File: src/rtl/multi_digit_counter_if.sv
// Control and status bundle for the BCD counter.
// Master drives count controls; slave returns count, segments and wrap.
interface multi_digit_counter_if #(
    parameter int DIGITS = 2
);
    logic                  en;
    logic                  up;
    logic                  load;
    logic [4*DIGITS-1:0]   load_bcd;
    logic [4*DIGITS-1:0]   bcd;
    logic [7*DIGITS-1:0]   seg;
    logic                  wrap;

    modport master (
        output en, up, load, load_bcd,
        input  bcd, seg, wrap
    );

    modport slave (
        input  en, up, load, load_bcd,
        output bcd, seg, wrap
    );
endinterface

File: src/rtl/multi_digit_counter.sv
// Prescaled up/down BCD counter with load, wrap pulse and
// 7-segment decode (optional leading-zero blanking).
module multi_digit_counter #(
    parameter int DIGITS   = 2,
    parameter int PRESCALE = 50,
    parameter bit BLANK_LZ = 1'b0
) (
    input logic                   clkin,
    input logic                   rst,
    multi_digit_counter_if.slave  bus
);

    localparam int PW = (PRESCALE > 1) ? $clog2(PRESCALE) : 1;
    localparam logic [PW-1:0] PS_LAST = PW'(PRESCALE - 1);

    logic [PW-1:0]         pre_q, pre_d;
    logic [4*DIGITS-1:0]   bcd_q, bcd_d;
    logic                  wrap_q, wrap_d;
    logic [4*DIGITS-1:0]   step_val;
    logic [4*DIGITS-1:0]   load_val;
    logic                  carry_top;
    logic                  tick;
    logic [7*DIGITS-1:0]   seg_c;

    function automatic logic [6:0] seg7(input logic [3:0] d);
        logic [6:0] s;
        case (d)
            4'd0:    s = 7'b0111111;
            4'd1:    s = 7'b0000110;
            4'd2:    s = 7'b1011011;
            4'd3:    s = 7'b1001111;
            4'd4:    s = 7'b1100110;
            4'd5:    s = 7'b1101101;
            4'd6:    s = 7'b1111101;
            4'd7:    s = 7'b0000111;
            4'd8:    s = 7'b1111111;
            4'd9:    s = 7'b1101111;
            default: s = 7'b0000000;
        endcase
        return s;
    endfunction

    always_comb begin
        tick = bus.en && (pre_q == PS_LAST);
    end

    // Ripple the carry/borrow through the digits; c out of the top is the wrap.
    always_comb begin
        logic       c;
        logic [3:0] d;
        c        = 1'b1;
        d        = 4'd0;
        step_val = bcd_q;
        for (int k = 0; k < DIGITS; k++) begin
            d = bcd_q[4*k +: 4];
            if (c) begin
                if (bus.up) begin
                    if (d == 4'd9) begin
                        step_val[4*k +: 4] = 4'd0;
                    end else begin
                        step_val[4*k +: 4] = d + 4'd1;
                        c = 1'b0;
                    end
                end else begin
                    if (d == 4'd0) begin
                        step_val[4*k +: 4] = 4'd9;
                    end else begin
                        step_val[4*k +: 4] = d - 4'd1;
                        c = 1'b0;
                    end
                end
            end
        end
        carry_top = c;
    end

    // Non-decimal load digits collapse to zero so every digit stays 0..9.
    always_comb begin
        load_val = bus.load_bcd;
        for (int k = 0; k < DIGITS; k++) begin
            if (bus.load_bcd[4*k +: 4] > 4'd9) begin
                load_val[4*k +: 4] = 4'd0;
            end
        end
    end

    always_comb begin
        pre_d  = pre_q;
        bcd_d  = bcd_q;
        wrap_d = 1'b0;
        if (bus.load) begin
            bcd_d = load_val;
            pre_d = '0;
        end else if (bus.en) begin
            if (tick) begin
                pre_d  = '0;
                bcd_d  = step_val;
                wrap_d = carry_top;
            end else begin
                pre_d = pre_q + 1'b1;
            end
        end
    end

    always_ff @(posedge clkin or negedge rst) begin
        if (!rst) begin
            pre_q  <= '0;
            bcd_q  <= '0;
            wrap_q <= 1'b0;
        end else begin
            pre_q  <= pre_d;
            bcd_q  <= bcd_d;
            wrap_q <= wrap_d;
        end
    end

    // Scan from the top digit; blank while still inside the leading zeros.
    always_comb begin
        logic lead;
        lead  = BLANK_LZ;
        seg_c = '0;
        for (int k = DIGITS - 1; k >= 0; k--) begin
            if (bcd_q[4*k +: 4] != 4'd0) begin
                lead = 1'b0;
            end
            if (lead && (k != 0)) begin
                seg_c[7*k +: 7] = 7'b0000000;
            end else begin
                seg_c[7*k +: 7] = seg7(bcd_q[4*k +: 4]);
            end
        end
    end

    assign bus.bcd  = bcd_q;
    assign bus.wrap = wrap_q;
    assign bus.seg  = seg_c;

endmodule
File: src/flat_wrapper.sv
// flat-port wrapper written by rule: the top's interface ports become plain ports
module multi_digit_counter_flat 
#(
    parameter int DIGITS   = 2,
    parameter int PRESCALE = 50,
    parameter bit BLANK_LZ = 1'b0
)
  (clkin, rst, bus_en, bus_up, bus_load, bus_load_bcd, bus_bcd, bus_seg, bus_wrap);
  multi_digit_counter_if #(.DIGITS(DIGITS)) bus_i ();
  input logic clkin;
  input logic rst;
  input wire logic [$bits(bus_i.en)-1:0] bus_en;
  input wire logic [$bits(bus_i.up)-1:0] bus_up;
  input wire logic [$bits(bus_i.load)-1:0] bus_load;
  input wire logic [$bits(bus_i.load_bcd)-1:0] bus_load_bcd;
  output wire logic [$bits(bus_i.bcd)-1:0] bus_bcd;
  output wire logic [$bits(bus_i.seg)-1:0] bus_seg;
  output wire logic [$bits(bus_i.wrap)-1:0] bus_wrap;
  assign bus_i.en = bus_en;
  assign bus_i.up = bus_up;
  assign bus_i.load = bus_load;
  assign bus_i.load_bcd = bus_load_bcd;
  assign bus_bcd = bus_i.bcd;
  assign bus_seg = bus_i.seg;
  assign bus_wrap = bus_i.wrap;
  multi_digit_counter #(.DIGITS(DIGITS), .PRESCALE(PRESCALE), .BLANK_LZ(BLANK_LZ)) u_core (.clkin(clkin), .rst(rst), .bus(bus_i));
endmodule
File: config.mk
export PLATFORM = sky130hd
export DESIGN_NAME = multi_digit_counter_flat
export DESIGN_NICKNAME = d
export VERILOG_FILES = /design/src/rtl/multi_digit_counter_if.sv /design/src/rtl/multi_digit_counter.sv /design/src/flat_wrapper.sv
export SDC_FILE = /design/constraint.sdc
export NUM_CORES = 1
export LEC_CHECK = 0
export ABC_AREA = 1
export CAP_MARGIN = 20
export CELL_PAD_IN_SITES_DETAIL_PLACEMENT = 0
export CELL_PAD_IN_SITES_GLOBAL_PLACEMENT = 1
export CORE_MARGIN = 5
export CORE_UTILIZATION = 37
export CTS_BUF_LIST = sky130_fd_sc_hd__clkbuf_4 sky130_fd_sc_hd__clkbuf_8
export DETAILED_ROUTE_END_ITERATION = 10
export PLACE_DENSITY = 0.89
export REMOVE_ABC_BUFFERS = 1
export SYNTH_ARGS = -nofsm -noshare
export SYNTH_HDL_FRONTEND = slang
export SYNTH_SLANG_ARGS = --single-unit
File: constraint.sdc
create_clock -name clkin -period 1.88 [get_ports clkin]
set_input_delay 0.376 -clock clkin [delete_from_list [all_inputs] [get_ports clkin]]
set_output_delay 0.376 -clock clkin [all_outputs]
set_load 0.005 [all_outputs]
# After elaboration in Yosys (flattened, before gate mapping)
# Memory sizes are Yosys's and may differ from the RTL's.
# Index checks and enable logic that the tools add are counted.
[totals] regBits=15 rom_bits=224 input_bits=13 out_inout_bits=23 wordCells=49 n_memories=2
[op_classes] add_sub_neg=5 magnitude_cmp=2 eq_ne=3 n_mux=25 reduce_logical=8
[memory_table] memory="(name not given)" words=16 word_bits=7 rd=1 rd_clocked_by_memory_dff=0 wr=0 line_no="multi_digit_counter.sv:27" rtl="case (d)"
[memory_table] memory="(name not given)" words=16 word_bits=7 rd=1 rd_clocked_by_memory_dff=0 wr=0 line_no="multi_digit_counter.sv:27"
[op_table] operator="$mux W4" n=9
[op_table] operator="$mux W8" n=3
[op_table] operator="$mux W6" n=3
[op_table] operator="$mux W1" n=10
[op_table] operator="$add A4 B1 Y4 const B" n=2
[op_table] operator="$eq A4 B4 Y1 const B" n=2
[op_table] operator="$gt A4 B4 Y1 const B" n=2
[op_table] operator="$logic_not A4 Y1" n=2
[op_table] operator="$sub A4 B1 Y4 const B" n=2
[op_table] operator="$add A6 B1 Y6 const B" n=1
[op_table] operator="$eq A6 B6 Y1 const B" n=1
[op_table] operator="$reduce_bool A2 Y1" n=3
[op_table] operator="$reduce_and A3 Y1" n=1
[op_table] operator="$reduce_and A2 Y1" n=1
[op_table] operator="$logic_and A1 B1 Y1" n=1

# Depth between registers and ports, before layout
# Gate-level depths: netlist of run 1.
[depth] word_depth=7 depth_mapped=11 depth_no_buf=11

# Worst setup path before layout of run 1
# Ideal clock, no wire load.
[synth_timing] path_type="register to output" startpoint="reg u_core.bcd_q[5], in the netlist u_core.bus.bcd[5]" endpoint="out bus_seg[10]" arrival_time_ns=1.275 required_ns=1.504 slack_ns=0.229 path_stages_with_launch=5 n_path_buf=0 cell_sequence="dfrtp_1 inv_1 ha_1 or2_2 a31oi_1"
[synth_via] elab_chain_cells=1
[synth_rtl] item="from (decl)" line_no="multi_digit_counter.sv:17" rtl="logic [4*DIGITS-1:0] bcd_q, bcd_d;"
[synth_rtl] item="from (signal assigned)" line_no="multi_digit_counter.sv:108" rtl="bcd_q <= '0;"
[synth_rtl] item="from (signal assigned)" line_no="multi_digit_counter.sv:112" rtl="bcd_q <= bcd_d;"
[synth_rtl] item="$mem_v2 Z16 W7"
[synth_rtl] item="to (decl)" line_no="flat_wrapper.sv:17" rtl="output wire logic [$bits(bus_i.seg)-1:0] bus_seg;"
# No other way between the ends.

# Worst setup path after layout of run 1
[layout_timing] startpoint="reg u_core.bcd_q[4], in the netlist u_core.bus.bcd[4]" endpoint="out bus_seg[8]"
# The elaborated chain is that of the path after synthesis.

==> results.cfg, run 1 <==
[layout]
stdcell_area_sq_um = 2240
fill_cells = 401
drive_gt1_share_pct = 30.6
area_growth_pct = 43.4
diodes = 0
nNetsFinal = 319

[floorplanning]
dieArea_sq_um = 5630
core_sq_um = 4060
ios = 36
rows = 23
die_w_um = 75.0
die_y_um = 75.0
start_util_pct = 38.5

[synthesis]
avgSynthCellArea_sq_um = 6.98
synth_area_leaders = dfrtp_1 (24%), nand2_1 (14%), ha_1 (14%)
netlist_instances = 224
syn_area_sq_um = 1560
yosysSeqAreaShare_pct = 24.0
synth_top_area_share_pct = 24.0
synth-seq-cells = 15
ys_types = 31
synth_area_leader_cell = dfrtp_1
yosysWarningCount = 0

[drt]
routedWlPerCell_um = 12.4
dr.pass1.iters = 6
drtIter0Drc = 46
drtAntennaViolNets = 0
vias = 1633
drc = 0
wl_mm = 4.19
vias_per_cell = 4.83

[status]
status = finished clean

[sta]
final_max_slew_viol_count = 0
slew_headroom_pct = 79.5
fin_worst_skew_ns = 0.00345
hold_ws_ns = 0.436
hold_viol = 0
finalSetupViolations = 0
worst_slack_ns = 0.0134
fin_crit_sh_pct = 99.3
rsz0062_at_grt = true
fmax_mhz = 536
period_minus_slack_ns = 1.87
tightest_slew_ns = 0.307

[setup_path]
crit_fanout = 3
crit_chain = buf_4 -> inv_2 -> ha_1 -> a21oi_1 -> dlygate4sd2_1
cp.arrival_ns = 1.49
cp.required_ns = 1.50
cp.buffers_inverters = 3
path_delay_family = buffers and inverters
max_stage_delay_ns = 0.40
critPathKind = flop to primary output
startpoint_type = flop
critPathSlowestCell = dfrtp_1
crit_path_end_kind = primary output

[global_routing]
grt_pass1_wl_mm = 6.97
grt_use_total_pct = 15.9
grt_max_degree = 17
antenna_found_initial = 0
overflow = 0
grt_pass1_vias = 1585

[min_path]
hold_path.class = input port to asynchronous set/reset pin

[placed_design]
place_ws_ns = -0.0482
routabilityCongestion = 0.844
postPlaceCellArea_sq_um = 2120
io_buffers = 35
hpwl_mm = 3.28

[clocking]
cts_root_buffer = clkbuf_8
cts_buffers = 3
worstSkewPairLatency_ns = 0.25
tritoncts = done
cts_hold_buf = 0
clock_path_buffers = 2
htreeDepth = 1
clk_pin_slew_ns = 0.07
cts_sinks = 15

[power]
ir_drop_mv = 0.313
leakage_nw = 1.12
power_density_nw_per_um2 = 721

[run]
maxCapViolCount = 0
-- cells by family (layout without fill, tap and decap cells) --
logic type      count (synthesis)  count (layout)  synth area share, %
fa+ha+maj                      17              17                 13.6
xor+xnor                        5               5                 2.80
compound gates                 34              34                 12.2
flops                          15              15                 24.0
simple gates                  123             123                 38.2
buf+inv                        30              94                 9.12
-- sequential cells by signal (all words and copies together), names as in the netlist --
signal and count:
u_core.bus.bcd 8, u_core.bus.wrap 1, u_core.pre_q 6
-- what timing repair did --
item / 4_1_cts / 5_1_grt
gates resized for setup: 46 / 30
endpoints found under the setup margin: 15 / 14
pin swaps: 0 / 5
setup buffers: 4 / 2
hold endpoints to repair: 0 / 0
-- per-layer routing --
metal | vias up | wire length (um) | track usage [%]
met5 | - | 0 | 0
met4 | 0 | 42 | 4.94
met3 | 6 | 178 | 1.74
met2 | 31 | 2060 | 27.9
met1 | 745 | 1920 | 20.3
li1 | 851 | - | -
-- stage by stage --
step	instances	util [%]	power [mW]	TNS, ns
after CTS	336	54.2	1.58	-0.000899
after floorplan	219	-	0.837	0
after global placement	328	52.3	1.33	-0.0459
after detailed placement	328	52.3	1.34	-0.184
after global routing	338	55.3	1.76	-0.0843
final	338	55.3	1.62	0
-- synth_stat cells (all sizes together) --
master  number
a211o        1
a211oi       1
a21boi       1
a21oi       13
a31oi        3
buf          5
dfrtp       15
ha          17
inv         25
nand2       67
nand3       20
nand3b       2
nand4        1
nor2        30
nor3         2
o21ai       11
o22ai        3
o311ai       1
or2          1
xnor2        1
xor2         4
-- report_power, final --
| group | total [mW] | internal, mW | switching (mW) |
|---|---|---|---|
| logic | 0.947 | 0.467 | 0.480 |
| registers | 0.397 | 0.354 | 0.0431 |
| clock network | 0.272 | 0.147 | 0.125 |
-- cells in the final DEF (no fill, tap or decap), types with 4 or more instances in the layout --
master and instances:
nand2_2 4, buf_4 25, dfrtp_1 14, clkbuf_2 7
inv_1 16, nand3_1 19, nand2_4 4, xor2_1 4
clkdlybuf4s50_1 21, ha_1 11, buf_2 6, o21ai_0 6
o21ai_1 5, nor2_2 7, buf_6 4, nand2_1 59
nor2_1 20, a21oi_1 11, inv_2 9
-- final timing paths --
check                      depth (start not counted)                 to  slack [ns]              start
max                                                5         bus_seg[8]        0.01  u_core.bus.bcd[4]
min                                                2    u_core.pre_q[0]        0.44                rst
max reg2reg                                       11  u_core.bus.bcd[5]        0.28  u_core.bus.bcd[0]
min reg2reg                                        2    u_core.pre_q[5]        0.56    u_core.pre_q[5]
max in group asynchronous                          2  u_core.bus.bcd[3]        1.24                rst
min in group clkin                                 2    u_core.pre_q[5]        0.56    u_core.pre_q[5]
-- area by class of cell --
cell class,count,area (sq um),share of cell area [%]
clock buffers,3,41.3,1.84
inverters,25,93.8,4.19
flip-flops and latches,15,377,16.8
multi-input cells,179,1130,50.2
well taps,50,62.6,2.79
repair buffers,65,537,23.9
clock inverters,1,5.00,0.223
(Power assumes the default switching activity.)
==> run 2: changes to the inputs <==
--- a/config.mk
+++ b/config.mk
@@ -13,7 +13,7 @@
 export CORE_UTILIZATION = 37
 export CTS_BUF_LIST = sky130_fd_sc_hd__clkbuf_4 sky130_fd_sc_hd__clkbuf_8
 export DETAILED_ROUTE_END_ITERATION = 10
-export PLACE_DENSITY = 0.89
+export PLACE_DENSITY = 0.82
 export REMOVE_ABC_BUFFERS = 1
 export SYNTH_ARGS = -nofsm -noshare
 export SYNTH_HDL_FRONTEND = slang
==> results.cfg, run 2 (same netlist as run 1, synthesis figures left out) <==
[status]
status = finished clean

[power]
power_density_nw_per_um2 = 710
ir_drop_mv = 0.340
leakage_nw = 1.18

[placed_design]
io_buffers = 35
place_ws_ns = -0.0275
hpwl_mm = 3.24
routabilityCongestion = 0.870
postPlaceCellArea_sq_um = 2120

[setup_path]
max_stage_delay_ns = 0.40
worstSetupEndpoint = bus_seg[5]
cp.arrival_ns = 1.45
critPathSlowestCell = dfrtp_1
reg2reg_to = u_core.bus.bcd[5]
startpoint_type = flop
critPathKind = flop to primary output
cp.required_ns = 1.50
crit_start = u_core.bus.bcd[0]
r2r_start = u_core.bus.bcd[0]
reg2reg_depth = 11
regToRegSetupSlack_ns = 0.24
crit_fanout = 3
crit_chain = inv_2 -> buf_12 -> ha_4 -> nand2_4 -> o311ai_1 -> dlygate4sd2_1
crit_path_end_kind = primary output

[sta]
slew_headroom_pct = 81.8
final_max_slew_viol_count = 0
fin_worst_skew_ns = 0.00646
fmax_mhz = 548
hold_viol = 0
period_minus_slack_ns = 1.82
fin_crit_sh_pct = 97.1
hold_ws_ns = 0.441
finalSetupViolations = 0
worst_slack_ns = 0.0554
tightest_slew_ns = 0.273

[drt]
drc = 0
drt-met1-wl_mm = 2.03
wl_met2_mm = 1.95
routedWlPerCell_um = 12.5
vias = 1683
top_layer = met4
dr.pass1.iters = 4
vias_per_cell = 4.84
met3_wirelength_um = 290
drtIter0Drc = 102
drtAntennaViolNets = 0
wl_mm = 4.34

[floorplanning]
core_sq_um = 4060
ios = 36
die_y_um = 75.0
rows = 23
start_util_pct = 38.5
dieArea_sq_um = 5630
die_w_um = 75.0

[clocking]
cts_hold_buf = 0
clk_pin_slew_ns = 0.07
clock_path_buffers = 2
htreeDepth = 1
tritoncts = done
cts_sinks = 15
worstSkewPairLatency_ns = 0.25
cts_root_buffer = clkbuf_8
cts_buffers = 3

[layout]
stdcell_area_sq_um = 2330
area_growth_pct = 49.3
nNetsFinal = 329
diodes = 0
drive_gt1_share_pct = 29.9
largest_reg_flops = 8
mostFrequentLayoutCell = nand2_1
final_cell_mix = nand2_1 (60), buf_4 (33), clkdlybuf4s50_1 (21)

[global_routing]
grt_use_total_pct = 15.8
grt_pass1_vias = 1568
grt_max_degree = 16
antenna_found_initial = 0
grt_pass1_wl_mm = 6.98
overflow = 0

[run]
maxCapViolCount = 0

[min_path]
hold_path.class = input port to asynchronous set/reset pin
==> run 2: cell count changes in the layout (fill, tap and decap cells not counted), sizes merged <==
cell / change
buf: +10
dlymetal6s2s: +1
clkdlybuf4s15: +2
dlygate4sd2: +3
clkbuf: -6
==> run 2: stage by stage <==
step | power [mW] | instances | TNS, ns | utilization (%)
after floorplan | 0.837 | 219 | 0 | -
after global placement | 1.32 | 330 | -0.0346 | 52.3
after detailed placement | 1.33 | 330 | -0.134 | 52.3
after CTS | 1.59 | 340 | -0.364 | 54.5
after global routing | 1.79 | 348 | -0.00710 | 57.5
final | 1.66 | 348 | 0 | 57.5
==> run 2: how the worst min path moves through the flow <==
stage | endpoint | slack, ns
floorplan | u_core.bus.bcd[0] | 0.08
global placement | u_core.pre_q[5] | 0.52
detailed placement | u_core.pre_q[5] | 0.54
CTS | u_core.pre_q[5] | 0.44
global route | u_core.pre_q[0] | 0.45
finish | u_core.pre_q[5] | 0.44
==> run 2: what timing repair did <==
item / CTS / global route
buffers inserted: 6 / 10
gates resized for setup: 46 / 20
endpoints found under the setup margin: 15 / 13
pin swaps: 3 / 8
==> run 2: critical path: cells and delay by family, from the launching register on <==
family          cells  cell delay (ns)
flops               1             0.40
fa+ha+maj           1             0.17
simple gates        1             0.06
buf+inv             3             0.48
compound gates      1             0.09
==> run 2: area by class of cell <==
type	instances	area [sq um]
sequential	15	378
multi-input combinational	179	1100
fill	405	1720
clock buffer	3	41.3
tap	50	62.6
inverter	25	96.3
clock inverter	1	5.00
timing repair buffer	75	648
==> run 2: where the power goes <==
group / leakage, nW / total (mW) / internal (mW) / switching, mW
Combinational: 0.965 / 0.993 / 0.507 / 0.486
Clock: 0.0255 / 0.262 / 0.147 / 0.115
Sequential: 0.193 / 0.402 / 0.355 / 0.0468
==> run 2: layer usage <==
metal	GRT usage [%]	up-vias
met5	0	-
li1	-	875
met3	3.87	11
met1	21.5	746
met2	25.1	51
met4	3.75	0
==> run 3: changes to the inputs <==
--- a/config.mk
+++ b/config.mk
@@ -13,7 +13,9 @@
 export CORE_UTILIZATION = 37
 export CTS_BUF_LIST = sky130_fd_sc_hd__clkbuf_4 sky130_fd_sc_hd__clkbuf_8
 export DETAILED_ROUTE_END_ITERATION = 10
+export GPL_ROUTABILITY_DRIVEN = 0
 export PLACE_DENSITY = 0.82
+export RECOVER_POWER = 25
 export REMOVE_ABC_BUFFERS = 1
 export SYNTH_ARGS = -nofsm -noshare
 export SYNTH_HDL_FRONTEND = slang
==> results.cfg, run 3 (same netlist as run 1, synthesis figures left out) <==
[layout]
final_cell_mix = nand2_1 (60), buf_4 (32), clkdlybuf4s50_1 (20)
largest_reg_flops = 8
mostFrequentLayoutCell = nand2_1
diodes = 0
fill_cells = 407
drive_gt1_share_pct = 29.5
nNetsFinal = 329
area_growth_pct = 49.0
stdcell_area_sq_um = 2330

[drt]
dr.pass1.iters = 4
wl_mm = 4.34
vias_per_cell = 4.84
drtAntennaViolNets = 0
drc = 0
top_layer = met4
drtIter0Drc = 102
routedWlPerCell_um = 12.5
met3_wirelength_um = 290
wl_met2_mm = 1.95
vias = 1683
drt-met1-wl_mm = 2.03

[setup_path]
max_stage_delay_ns = 0.40
regToRegSetupSlack_ns = 0.24
critPathKind = flop to primary output
cp.buffers_inverters = 3
crit_fanout = 3
cp.arrival_ns = 1.45
path_delay_family = buffers and inverters
critPathSlowestCell = dfrtp_1
startpoint_type = flop
crit_chain = inv_2 -> buf_12 -> ha_4 -> nand2_4 -> o311ai_1 -> dlygate4sd2_1
cp.required_ns = 1.50
crit_path_end_kind = primary output

[clocking]
cts_hold_buf = 0
worstSkewPairLatency_ns = 0.25
cts_buffers = 3
clock_path_buffers = 2
cts_root_buffer = clkbuf_8
tritoncts = done
cts_sinks = 15
clk_pin_slew_ns = 0.07
htreeDepth = 1

[placed_design]
io_buffers = 35
place_ws_ns = -0.0275
postPlaceCellArea_sq_um = 2120
hpwl_mm = 3.24

[sta]
worst_slack_ns = 0.0554
finalSetupViolations = 0
period_minus_slack_ns = 1.82
fin_worst_skew_ns = 0.00646
fin_crit_sh_pct = 97.1
hold_viol = 0
fmax_mhz = 548
final_max_slew_viol_count = 0
slew_headroom_pct = 41.9
tightest_slew_ns = 0.872

[global_routing]
overflow = 0
grt_pass1_wl_mm = 6.98
antenna_found_initial = 0
grt_pass1_vias = 1568
grt_use_total_pct = 15.8
grt_max_degree = 16

[floorplanning]
ios = 36
dieArea_sq_um = 5630
die_w_um = 75.0
start_util_pct = 38.5
core_sq_um = 4060
die_y_um = 75.0
rows = 23

[min_path]
hold_path.class = flop to flop

[run]
maxCapViolCount = 0

[power]
power_density_nw_per_um2 = 710
ir_drop_mv = 0.340
leakage_nw = 1.18

[status]
status = finished clean
## run 3: cell count changes in the layout (fill, tap and decap cells not counted), sizes merged
cell / previous run / this run
clkbuf: 4 / 5
buf: 46 / 45
dlygate4sd3: 0 / 1
clkdlybuf4s50: 21 / 20
## run 3: routing by layer
layer	GRT usage (%)	vias up
li1	-	875
met1	21.5	746
met2	25.1	51
met3	3.87	11
met4	3.75	0
met5	0	-
## run 3: where the power goes
part	switching, mW	total (mW)	internal (mW)	leakage (nW)
clock	0.115	0.262	0.147	0.0255
combinational	0.486	0.991	0.505	0.962
sequential	0.0468	0.402	0.355	0.193
## run 3: path summary, 6_finish.rpt
kind	start	endpoint	depth (start not counted)
max in group asynchronous	rst	u_core.bus.bcd[3]	2
setup reg to reg	u_core.bus.bcd[0]	u_core.bus.bcd[5]	11
min in group asynchronous	rst	u_core.pre_q[5]	2
hold / removal	u_core.pre_q[5]	u_core.pre_q[5]	2
setup / recovery	u_core.bus.bcd[0]	bus_seg[5]	6
hold reg to reg	u_core.pre_q[5]	u_core.pre_q[5]	2
## run 3: cell type report
type | count | area [sq um] | area share (%)
Multi-Input combinational cell | 179 | 1100 | 47.3
Timing Repair Buffer | 75 | 644 | 27.6
Sequential cell | 15 | 378 | 16.2
Inverter | 25 | 96.3 | 4.13
Tap cell | 50 | 62.6 | 2.68
Clock buffer | 3 | 41.3 | 1.77
Clock inverter | 1 | 5.00 | 0.215
## run 3: through the flow
stage                     util (%)  setup TNS, ns  instances  total power, mW  hold WS (ns)
after floorplan                  -              0        219            0.837        0.0804
after global placement        52.3        -0.0346        330             1.32         0.521
after detailed placement      52.3         -0.134        330             1.33         0.536
after CTS                     54.5         -0.364        340             1.59         0.440
after global routing          57.4       -0.00710        348             1.79         0.592
final                         57.4              0        348             1.66         0.560
## run 3: timing repair
item                                    in CTS  in global routing
endpoints found under the setup margin      15                 13
resized for setup                           46                 20
pin swaps                                    3                  8
setup buffers                                6                 10
## run 3: worst min-delay path, delay by kind of cell, from the launching register on
kind            cells  cell delay [ns]
simple gates        1             0.07
compound gates      1             0.06
flops               1             0.39
